### config.mk
export PLATFORM = sky130hd
export DESIGN_NAME = serial_alu_ctrl
export DESIGN_NICKNAME = d
export VERILOG_FILES = /design/src/rtl/serial_alu_pkg.sv /design/src/rtl/serial_alu_ctrl_alu_1_bit.sv /design/src/rtl/serial_alu_ctrl.sv
export SDC_FILE = /design/constraint.sdc
export NUM_CORES = 1
export LEC_CHECK = 0
export CORE_ASPECT_RATIO = 1.5
export CORE_MARGIN = 4
export CORE_UTILIZATION = 55
export CTS_BUF_LIST = sky130_fd_sc_hd__clkbuf_8
export DETAILED_ROUTE_END_ITERATION = 10
export GPL_TIMING_DRIVEN = 0
export PLACE_DENSITY = 0.88
export SETUP_SLACK_MARGIN = 0.5
export SLEW_MARGIN = 0
export SYNTH_ARGS = -nofsm -noshare
export SYNTH_HDL_FRONTEND = slang
export SYNTH_SLANG_ARGS = --single-unit
### constraint.sdc
create_clock -name clk -period 6.2 [get_ports clk]
set_input_delay 0.93 -clock clk [delete_from_list [all_inputs] [get_ports clk]]
set_output_delay 0.93 -clock clk [all_outputs]
set_load 0.01 [all_outputs]
### src/rtl/serial_alu_pkg.sv
// Shared opcode constants, FSM state encoding and opcode helpers for the
// bit-serial ALU controller.
package serial_alu_pkg;

    localparam logic [3:0] OP_AND = 4'b0000;
    localparam logic [3:0] OP_OR  = 4'b0001;
    localparam logic [3:0] OP_ADD = 4'b0010;
    localparam logic [3:0] OP_SUB = 4'b0110;
    localparam logic [3:0] OP_NOR = 4'b1100;

    localparam logic [1:0] ST_IDLE = 2'd0;
    localparam logic [1:0] ST_RUN  = 2'd1;
    localparam logic [1:0] ST_DONE = 2'd2;

    function automatic logic op_valid(input logic [3:0] op);
        return (op == OP_AND) || (op == OP_OR) || (op == OP_ADD) ||
               (op == OP_SUB) || (op == OP_NOR);
    endfunction

    // Only ADD and SUB report carry and overflow.
    function automatic logic op_is_arith(input logic [3:0] op);
        return (op == OP_ADD) || (op == OP_SUB);
    endfunction

endpackage

### src/rtl/serial_alu_ctrl_alu_1_bit.sv
// One-bit ALU slice: optional inversion of each input, then AND, OR or
// full-adder sum. The ALUop bits map directly onto ainvert/binvert/operation.
module ALU_1_bit (
    input  logic       a,
    input  logic       b,
    input  logic       carry_in,
    input  logic       ainvert,
    input  logic       binvert,
    input  logic [1:0] operation,
    output logic       result,
    output logic       carry_out
);

    logic a_sel;
    logic b_sel;
    logic sum;

    assign a_sel     = a ^ ainvert;
    assign b_sel     = b ^ binvert;
    assign sum       = a_sel ^ b_sel ^ carry_in;
    assign carry_out = (a_sel & b_sel) | (a_sel & carry_in) | (b_sel & carry_in);

    always_comb begin
        unique case (operation)
            2'b00:   result = a_sel & b_sel;
            2'b01:   result = a_sel | b_sel;
            2'b10:   result = sum;
            default: result = 1'b0;
        endcase
    end

endmodule

### src/rtl/serial_alu_ctrl.sv
// Bit-serial ALU controller: sequences a single 1-bit ALU over WIDTH cycles,
// LSB first, and reports result plus carry/overflow/zero/op_err flags.
module serial_alu_ctrl
    import serial_alu_pkg::*;
#(
    parameter int WIDTH = 8
) (
    input  logic             clk,
    input  logic             rst_n,
    input  logic             start,
    input  logic [3:0]       op,
    input  logic [WIDTH-1:0] a,
    input  logic [WIDTH-1:0] b,
    output logic             busy,
    output logic             done,
    output logic [WIDTH-1:0] result,
    output logic             carry_out,
    output logic             overflow,
    output logic             zero,
    output logic             op_err
);

    localparam int IDX_W = $clog2(WIDTH);
    localparam logic [IDX_W-1:0] IDX_LAST = IDX_W'(WIDTH - 1);

    logic [1:0]       state;
    logic [IDX_W-1:0] idx;
    logic             carry_q;
    logic [3:0]       op_q;
    logic [WIDTH-1:0] a_q;
    logic [WIDTH-1:0] b_q;

    logic             alu_result;
    logic             alu_carry;
    logic [WIDTH-1:0] result_next;
    logic             last_bit;

    ALU_1_bit u_alu (
        .a         (a_q[idx]),
        .b         (b_q[idx]),
        .carry_in  (carry_q),
        .ainvert   (op_q[3]),
        .binvert   (op_q[2]),
        .operation (op_q[1:0]),
        .result    (alu_result),
        .carry_out (alu_carry)
    );

    // NOTE: every signal assigned in always_comb gets a full default first,
    // so no path leaves it unassigned and no latch is inferred.
    always_comb begin
        result_next      = result;
        result_next[idx] = alu_result;
    end

    assign last_bit = (idx == IDX_LAST);
    assign busy     = (state == ST_RUN);
    assign done     = (state == ST_DONE);

    // NOTE: all state, including the operand copies, is cleared by the async
    // reset so an aborted operation leaves nothing behind.
    always_ff @(posedge clk or negedge rst_n) begin
        if (!rst_n) begin
            state     <= ST_IDLE;
            idx       <= '0;
            carry_q   <= 1'b0;
            op_q      <= '0;
            a_q       <= '0;
            b_q       <= '0;
            result    <= '0;
            carry_out <= 1'b0;
            overflow  <= 1'b0;
            zero      <= 1'b0;
            op_err    <= 1'b0;
        end else begin
            // NOTE: sequential state uses non-blocking assignments so every
            // register samples values from before this edge.
            unique case (state)
                ST_IDLE: begin
                    if (start) begin
                        a_q       <= a;
                        b_q       <= b;
                        op_q      <= op;
                        idx       <= '0;
                        carry_q   <= (op == OP_SUB);
                        result    <= '0;
                        carry_out <= 1'b0;
                        overflow  <= 1'b0;
                        // An invalid op finishes immediately with a zero result.
                        zero      <= !op_valid(op);
                        op_err    <= !op_valid(op);
                        state     <= op_valid(op) ? ST_RUN : ST_DONE;
                    end
                end
                ST_RUN: begin
                    result  <= result_next;
                    carry_q <= alu_carry;
                    idx     <= idx + 1'b1;
                    if (last_bit) begin
                        carry_out <= op_is_arith(op_q) & alu_carry;
                        overflow  <= op_is_arith(op_q) & (carry_q ^ alu_carry);
                        zero      <= (result_next == '0);
                        state     <= ST_DONE;
                    end
                end
                ST_DONE: state <= ST_IDLE;
                default: state <= ST_IDLE;
            endcase
        end
    end

endmodule

# ---- After elaboration in Yosys (flattened, before gate mapping)
# Cells that the tools add are included.
dict set report classes {
  addsub 1
  order_cmp 2
  eq_ne 13
  mux 26
  bitwise_logic 13
  n_reduce_logical 16
}
# operator count
set op_table {}
lappend op_table {{$pmux 8 s2} 1}
lappend op_table {{$mux 1} 9}
lappend op_table {{$bwmux 8} 1}
lappend op_table {{$eq 4x2->1 const B} 2}
lappend op_table {{$eq 4x3->1 const B} 2}
lappend op_table {{$logic_not 8->1} 1}
lappend op_table {{$mux 8} 1}
lappend op_table {{$pmux 1 s2} 4}
lappend op_table {{$bmux 1 s3} 2}
lappend op_table {{$mux 2} 3}
lappend op_table {{$pmux 3 s2} 1}
lappend op_table {{$reduce_and 2->1} 3}
lappend op_table {{$and 1x1->1} 5}
lappend op_table {{$logic_or 1x1->1} 5}
lappend op_table {{$xor 1x1->1} 5}
lappend op_table {{$eq 2x1->1 const B} 2}
lappend op_table {{$eq 2x2->1 const B} 2}
lappend op_table {{$eq 4x1->1 const B} 1}
lappend op_table {{$eq 4x4->1 const B} 1}
lappend op_table {{$logic_not 2->1} 2}
lappend op_table {{$logic_not 4->1} 1}
lappend op_table {{$lt 3x4->1 const B} 1}
lappend op_table {{$pmux 2 s2} 1}
lappend op_table {{$add 3x1->3 const B} 1}
lappend op_table {{other kinds (12)} 14}
dict set report word_totals {
  ff_bits 38
  inputBits 23
  out_inout_bits 14
  elab_cells 82
}

# ---- Logic depth before layout (Yosys ltp)
# Gate-level depths: netlist (run 1).
dict set report depth {
  ltp_word 10
  mapped_depth 13
  depth_no_buf 11
}

# ---- By module
# A second synthesis (run 1) with hierarchy kept.
dict set report hier_totals {
  hier_cells 206
  hier_area_um2 2115.8
}
# mod instances cells_per_inst area_each_um2
set by_module_without_submodules {}
lappend by_module_without_submodules {serial_alu_ctrl 1 196 2023.2}
lappend by_module_without_submodules {ALU_1_bit 1 10 92.6}

# ---- Worst setup path after synthesis (run 1)
# No wires, ideal clock.
dict set report synth_path {
  path_type {register -> register}
  startpoint {register idx[0]}
  endpoint {register result[6]}
  setup_time_ns 0.096
  arrival_ns 2.448
  path_slack_ns 3.657
  path_stages_with_launch 11
  path_buffers 1
  period_less_slack_ns 2.543
  cell_sequence {dfrtp_1 -> buf_6 -> mux4_2 -> mux2i_1 -> o21ai_1 -> xor2_1 -> fa_1 -> nand3b_1 -> o21ai_0 -> nand2_1 -> o31ai_1}
}
dict set report synth_between {
  elab_chain_cells 8
  elab_cells_between_ends 18
  cone_classes {order compare: 2; mux: 9; bitwise: 6; reduce/logical: 1}
}
# element line_no
set synth_rtl {}
lappend synth_rtl {{from (decl)} serial_alu_ctrl.sv:27} ;# logic [IDX_W-1:0] idx;
lappend synth_rtl {{from (signal assigned)} serial_alu_ctrl.sv:98} ;# idx <= idx + 1'b1;
lappend synth_rtl {{$bmux 1 s3 (on tied branches)} {serial_alu_ctrl.sv:39, serial_alu_ctrl.sv:40}}
lappend synth_rtl {{$mux 1 (on tied branches)} {serial_alu_ctrl.sv:39, serial_alu_ctrl.sv:40}}
lappend synth_rtl {{$xor 1x1->1 (on tied branches)} {serial_alu_ctrl_alu_1_bit.sv:18, serial_alu_ctrl_alu_1_bit.sv:19}}
lappend synth_rtl {{$xor 1x1->1 (2 in a row)} serial_alu_ctrl_alu_1_bit.sv:20} ;# assign sum = a_sel ^ b_sel ^ carry_in;
lappend synth_rtl {{$pmux 1 s3} serial_alu_ctrl_alu_1_bit.sv:24} ;# unique case (operation)
lappend synth_rtl {{$bwmux 8 *} serial_alu_ctrl.sv:53} ;# result_next[idx] = alu_result;
lappend synth_rtl {{$pmux 8 s2 *} serial_alu_ctrl.sv:78} ;# unique case (state)
lappend synth_rtl {{to (signal assigned)} serial_alu_ctrl.sv:96} ;# result <= result_next;
lappend synth_rtl {{to (decl)} serial_alu_ctrl.sv:16} ;# output logic [WIDTH-1:0] result,
# Mark *: on every way between the ends. The rest lies on a longest branch, timed or not. The select of a mux whose other input is x is not followed.
# A chain may end at the register's enable or synchronous reset.

# ---- Final worst setup path (run 1)
# Same ends and word-level chain as after synthesis.

==> impl_metrics.json, run 1 <==
{
  "postSynth.asyncResetShare": 1.00,
  "gr-total-overflow": 0,
  "placed_cells": 253,
  "status": "finished, final reports clean",
  "port_buffers": 36,
  "hp-class": "reg -> reg",
  "synth_edf_count": 0,
  "startpoint": "idx[0]",
  "synth_adder_area_share": 0.0358,
  "synth_compound_area_frac": 0.149,
  "cp.arrival_ns": 3.06,
  "r2r_start": "idx[0]",
  "pin_count": 37,
  "ys.flop_type": "dfrtp_1",
  "synth.most_common_cell": "dfrtp_1",
  "slew_headroom": 0.447,
  "gp_routability_congestion": 0.837,
  "dr.pass1.iters": 4,
  "antenna_found_initial": 0,
  "syn_avg_cell_area_um2": 11.2,
  "wl_per_cell_um": 15.4,
  "cts_resized": 0,
  "vias": 1513,
  "syn_area_um2": 1960,
  "worst_pin_slew_ns": 0.829,
  "ir_drop_v": 0.000318,
  "yosysWarnings": 0,
  "synth_area_leaders": "dfrtp_1 49%, mux2_2 12%, o21ai_0 3.6%, mux2i_1 3.1%, ha_1 2.6%",
  "clock.fmax_mhz": 350,
  "postCtsHoldBufs": 0,
  "grt_pass1_vias": 1529,
  "rsz0062_at_grt": "no",
  "grt.total_usage": 0.196,
  "cts-root-buf": "clkbuf_8",
  "leakagePower_nw": 1.01,
  "required_ns": 6.40,
  "synthMuxAreaShare": 0.163,
  "synth_seq_cells": 38,
  "drt_iter0_drc": 47,
  "num-fill-cells": 272,
  "place_area_um2": 2360,
  "dieArea_um2": 4590,
  "cp_max_fo": 10,
  "clk_latency_ns": 0.29,
  "totalWireLength_mm": 4.01,
  "critPathLaunchType": "register",
  "cts_tree": "yes",
  "antenna_left": 0,
  "multi_input_area_um2": 912,
  "hp-start": "carry_out",
  "post_cts_buffers": 0,
  "yosys.area.top_type": "dfrtp_1",
  "drc": 0,
  "die_y_um": 81.0,
  "rows": 26,
  "layout_min_cycle_time_ns": 2.86,
  "syn2layout_area_growth_pct": 24.8,
  "synthCells": 175,
  "grt_max_degree": 39,
  "max_stage_delay_ns": 0.52,
  "worstSetupPathType": "reg -> reg",
  "slew_violations": 0,
  "stdcell_area_um2": 2440,
  "htree_levels": 2,
  "hold_viol": 0,
  "final.setup_skew_ns": 0.00826,
  "synthTopCellsByCount": "38 x dfrtp_1, 21 x mux2_2, 14 x o21ai_0, 12 x nand2_1, 10 x inv_1",
  "diodes": 0,
  "synth_top_family_by_area": "multiplexers",
  "vias_per_cell": 5.82,
  "core-area_um2": 3420,
  "yosys.area_share.simple": 0.0960,
  "netlist.area_leader.share": 0.486,
  "p_per_area_nw_per_um2": 488,
  "fin_setup_tns_ns": 0,
  "seq_area_um2": 951,
  "fin_nets": 246,
  "grt_pass1_wl_mm": 6.89,
  "path_clk_slew_ns": 0.07,
  "synth_cell_types": 40,
  "clk_path_buf_depth": 2,
  "fin_crit_sh": 0.461,
  "drive_above_1_share": 0.170,
  "cts_buffers": 5,
  "cp-end-kind": "register",
  "drv_cap": 0,
  "fin_util": 0.714,
  "fin_cells": 260,
  "crit_chain": "buf_6, mux4_2, mux2i_1, o21ai_1, xor2_1, fa_1, nand3b_1, o21ai_0, nand2_1, o31ai_1",
  "die_w_um": 56.7,
  "initial_utilization": 0.573,
  "setup_viol": 0,
  "hpwl_mm": 3.04,
  "ys_seq_area_frac": 0.486,
  "clock_sinks": 38,
  "r2r_setup_slack_ns": 3.34,
  "worst_path_max_delay_cell": "fa_1",
  "synth_nets": 203,
  "synth-xor-area-share": 0.0224
}
worst paths after layout:
kind	to	depth (start not counted)
max	result[6]	10
min	carry_out	2
max reg2reg	result[6]	10
min reg2reg	carry_out	2
max in group asynchronous	a_q[3]	1
min in group asynchronous	idx[2]	1
worst max-delay path, delay by kind of cell, from the launching register on:
kind | cells | cell delay, ns
mux | 2 | 0.63
compound gates | 3 | 0.53
fa+ha+maj | 1 | 0.52
flops | 1 | 0.40
simple gates | 2 | 0.34
xor+xnor | 1 | 0.19
buf+inv | 1 | 0.16
through the flow:
stage / hold slack, ns / total power [W] / setup WS [ns]
after detailed placement: 0.480 / 0.00104 / 3.39
after global routing: 0.514 / 0.00129 / 3.09
after floorplan: 0.475 / 0.000863 / 3.66
after global placement: 0.471 / 0.00101 / 3.34
after CTS: 0.496 / 0.00120 / 3.35
final: 0.489 / 0.00119 / 3.34
logic make-up (layout without fill, tap and decap cells):
group,after synthesis,in the layout
simple gates,33,33
fa+ha+maj,5,5
xor+xnor,5,5
buf+inv,19,62
mux,28,28
flops,38,38
compound gates,47,47
routing by layer:
metal / share of wire / track usage
met1: 0.40 / 0.218
met2: 0.53 / 0.344
met3: 0.037 / 0.0509
met4: 0.027 / 0.0998
met5: 0 / 0
flip-flops by register name (all words and copies together) (netlist names):
register / count
b_q: 8
state: 2
carry_out: 1
carry_q: 1
zero: 1
op_err: 1
result: 8
a_q: 8
idx: 3
op_q: 4
overflow: 1
where the power goes:
part	switching, W	leakage [nW]	internal [W]	total, W
logic	0.000300	0.489	0.000307	0.000607
clock network	0.0000816	0.0466	0.0000741	0.000156
registers	0.0000778	0.475	0.000349	0.000427
area by class of cell:
type                            instances  area share
Multi-Input combinational cell        118       0.374
Clock inverter                          2     0.00308
Clock buffer                            5      0.0282
Buffer                                  9      0.0226
Inverter                               10      0.0154
Sequential cell                        38       0.390
Timing Repair Buffer                   36       0.146
Tap cell                               42      0.0215
placed cells by master (no fill, tap or decap), drive strengths merged, types with 4 or more instances in the layout:
master         instances
a21oi                  9
buf                    6
clkbuf                 9
clkdlybuf4s50         35
dfrtp                 38
ha                     4
inv                   12
mux2                  21
mux2i                  6
nand2                 12
nand3b                 5
nor2                   4
o21ai                 16
o22ai                  8
Power figures use the tool's default switching activity.
==> run 2, diff against run 1 <==
Settings changed: CORE_UTILIZATION 55 to 54, PLACE_DENSITY 0.88 to 0.86.
Clock period 6.2 ns to 3 ns, I/O delays scaled along.
==> run 2 against run 1 <==
  * Die area rose by 1.6%
  * Core utilization rose by 3.0 points
  * Count of clock-buffer cells in the layout did not move
  * Cell count rose by 3.1%
==> impl_metrics.json, run 2 (synthesis gave the netlist of run 1 again) <==
{
  "status": "finished, final reports clean",
  "antenna_left": 0,
  "ir_drop_v": 0.000687,
  "reg2reg_depth": 10,
  "cts_buffers": 5,
  "final_cell_mix": "38 x dfrtp_1, 35 x clkdlybuf4s50_1, 21 x mux2_2",
  "final.setup_skew_ns": 0.00279,
  "port_buffers": 36,
  "pin_count": 37,
  "max_stage_delay_ns": 0.51,
  "grt_max_degree": 39,
  "core-area_um2": 3450,
  "vias": 1570,
  "clk_latency_ns": 0.29,
  "path_clk_slew_ns": 0.07,
  "hold_viol": 0,
  "cp-end-kind": "register",
  "rows": 26,
  "required_ns": 3.21,
  "dieArea_um2": 4670,
  "slew_violations": 0,
  "final_common_cell": "dfrtp_1",
  "vias_per_cell": 5.86,
  "grt_pass1_vias": 1656,
  "top_regs": "a_q: 8 flops, b_q: 8 flops, result: 8 flops",
  "setup_viol": 0,
  "cp.arrival_ns": 2.80,
  "antenna_found_initial": 0,
  "gp_routability_congestion": 0.869,
  "totalWireLength_mm": 4.63,
  "p_per_area_nw_per_um2": 1090,
  "worstSetupPathType": "reg -> reg",
  "critPathLaunchType": "register",
  "cts_tree": "yes",
  "slew_headroom": 0.436,
  "cp_max_fo": 8,
  "drive_above_1_share": 0.248,
  "fin_nets": 253,
  "grt.total_usage": 0.215,
  "fin_util": 0.745,
  "stdcell_area_um2": 2570,
  "place_area_um2": 2370,
  "cp_common_cell": "o21ai_2",
  "drc": 0,
  "cts-root-buf": "clkbuf_8",
  "worst_path_max_delay_cell": "fa_1",
  "hpwl_mm": 3.32,
  "diodes": 0,
  "drt_iter0_drc": 49,
  "dr.pass1.iters": 4,
  "gr-total-overflow": 0,
  "htree_levels": 2,
  "clock.fmax_mhz": 386,
  "worst_pin_slew_ns": 0.846,
  "layout_min_cycle_time_ns": 2.59,
  "syn2layout_area_growth_pct": 31.3,
  "die_y_um": 81.7,
  "drv_cap": 0,
  "initial_utilization": 0.567,
  "grt_pass1_wl_mm": 7.64,
  "hp-class": "in -> async",
  "wl_per_cell_um": 17.3,
  "crit_chain": "buf_6, mux4_2, mux2i_2, o21ai_2, xor2_2, fa_1, nand3b_1, o21ai_2, nand2_4, o31ai_2",
  "clock_sinks": 38,
  "leakagePower_nw": 1.08,
  "clk_path_buf_depth": 2,
  "fin_setup_tns_ns": 0,
  "fin_crit_sh": 0.863,
  "rsz0062_at_grt": "yes",
  "die_w_um": 57.1
}
[run 2: metal layers]
layer | share of wire | vias up | track usage
li1 | - | 724 | -
met1 | 0.37 | 786 | 0.231
met2 | 0.55 | 49 | 0.394
met3 | 0.047 | 11 | 0.0472
met4 | 0.025 | 0 | 0.104
met5 | 0 | - | 0
[run 2: what timing repair did]
action | 4_1_cts | 5_1_grt
endpoints found under the hold margin | 0 | 0
pin swaps | 3 | 4
hold buffers | 0 | 0
resized for setup | 4 | 6
endpoints found under the setup margin | 10 | 10
buffers inserted | 5 | 2
[run 2: where the power goes]
| part | switching, W | internal (W) | leakage [nW] |
|---|---|---|---|
| Clock | 0.000180 | 0.000245 | 0.0579 |
| Combinational | 0.000724 | 0.000758 | 0.545 |
| Sequential | 0.000175 | 0.000722 | 0.475 |
| Total | 0.00108 | 0.00172 | 1.08 |
[run 2: path summary, 6_finish.rpt]
check / start / to / slack, ns
worst max register to register: idx[0] / result[6] / 0.41
max in group asynchronous: rst_n / b_q[3] / 2.21
worst min-delay path: rst_n / overflow / 0.26
worst max-delay path: idx[0] / result[6] / 0.41
min in group clk: carry_out / carry_out / 0.48
worst min register to register: carry_out / carry_out / 0.48
[run 2: layout make-up]
class	count	area [µm²]
fill	251	881
sequential	38	951
inverter	10	37.5
multi-input combinational	118	953
clock inverter	3	40.0
timing repair buffer	43	408
buffer	9	56.3
tap	42	52.6
clock buffer	5	68.8
[run 2: through the flow]
step	setup WS (ns)	std cells	hold WS, ns	total power (W)
2_1_floorplan	0.522	175	0.154	0.00180
3_3_place_gp	0.324	253	0.464	0.00210
3_5_place_dp	0.250	253	0.470	0.00218
4_1_cts	0.361	266	0.278	0.00270
5_1_grt	0.264	268	0.321	0.00300
6_report	0.412	268	0.261	0.00280
[run 2: critical path, delay by kind of cell, from the launching register on]
family,cells,cell delay [ns]
mux,2,0.67
fa+ha+maj,1,0.51
flops,1,0.41
compound gates,3,0.39
simple gates,2,0.20
xor+xnor,1,0.17
buf+inv,1,0.14
==> run 3, diff against run 2 <==
Settings changed: CAP_MARGIN from default to 40, CTS_CLUSTER_SIZE from default to 24.
==> results of run 3 <==
Same layout as run 2: the final DEF is identical, and so are final timing and power.
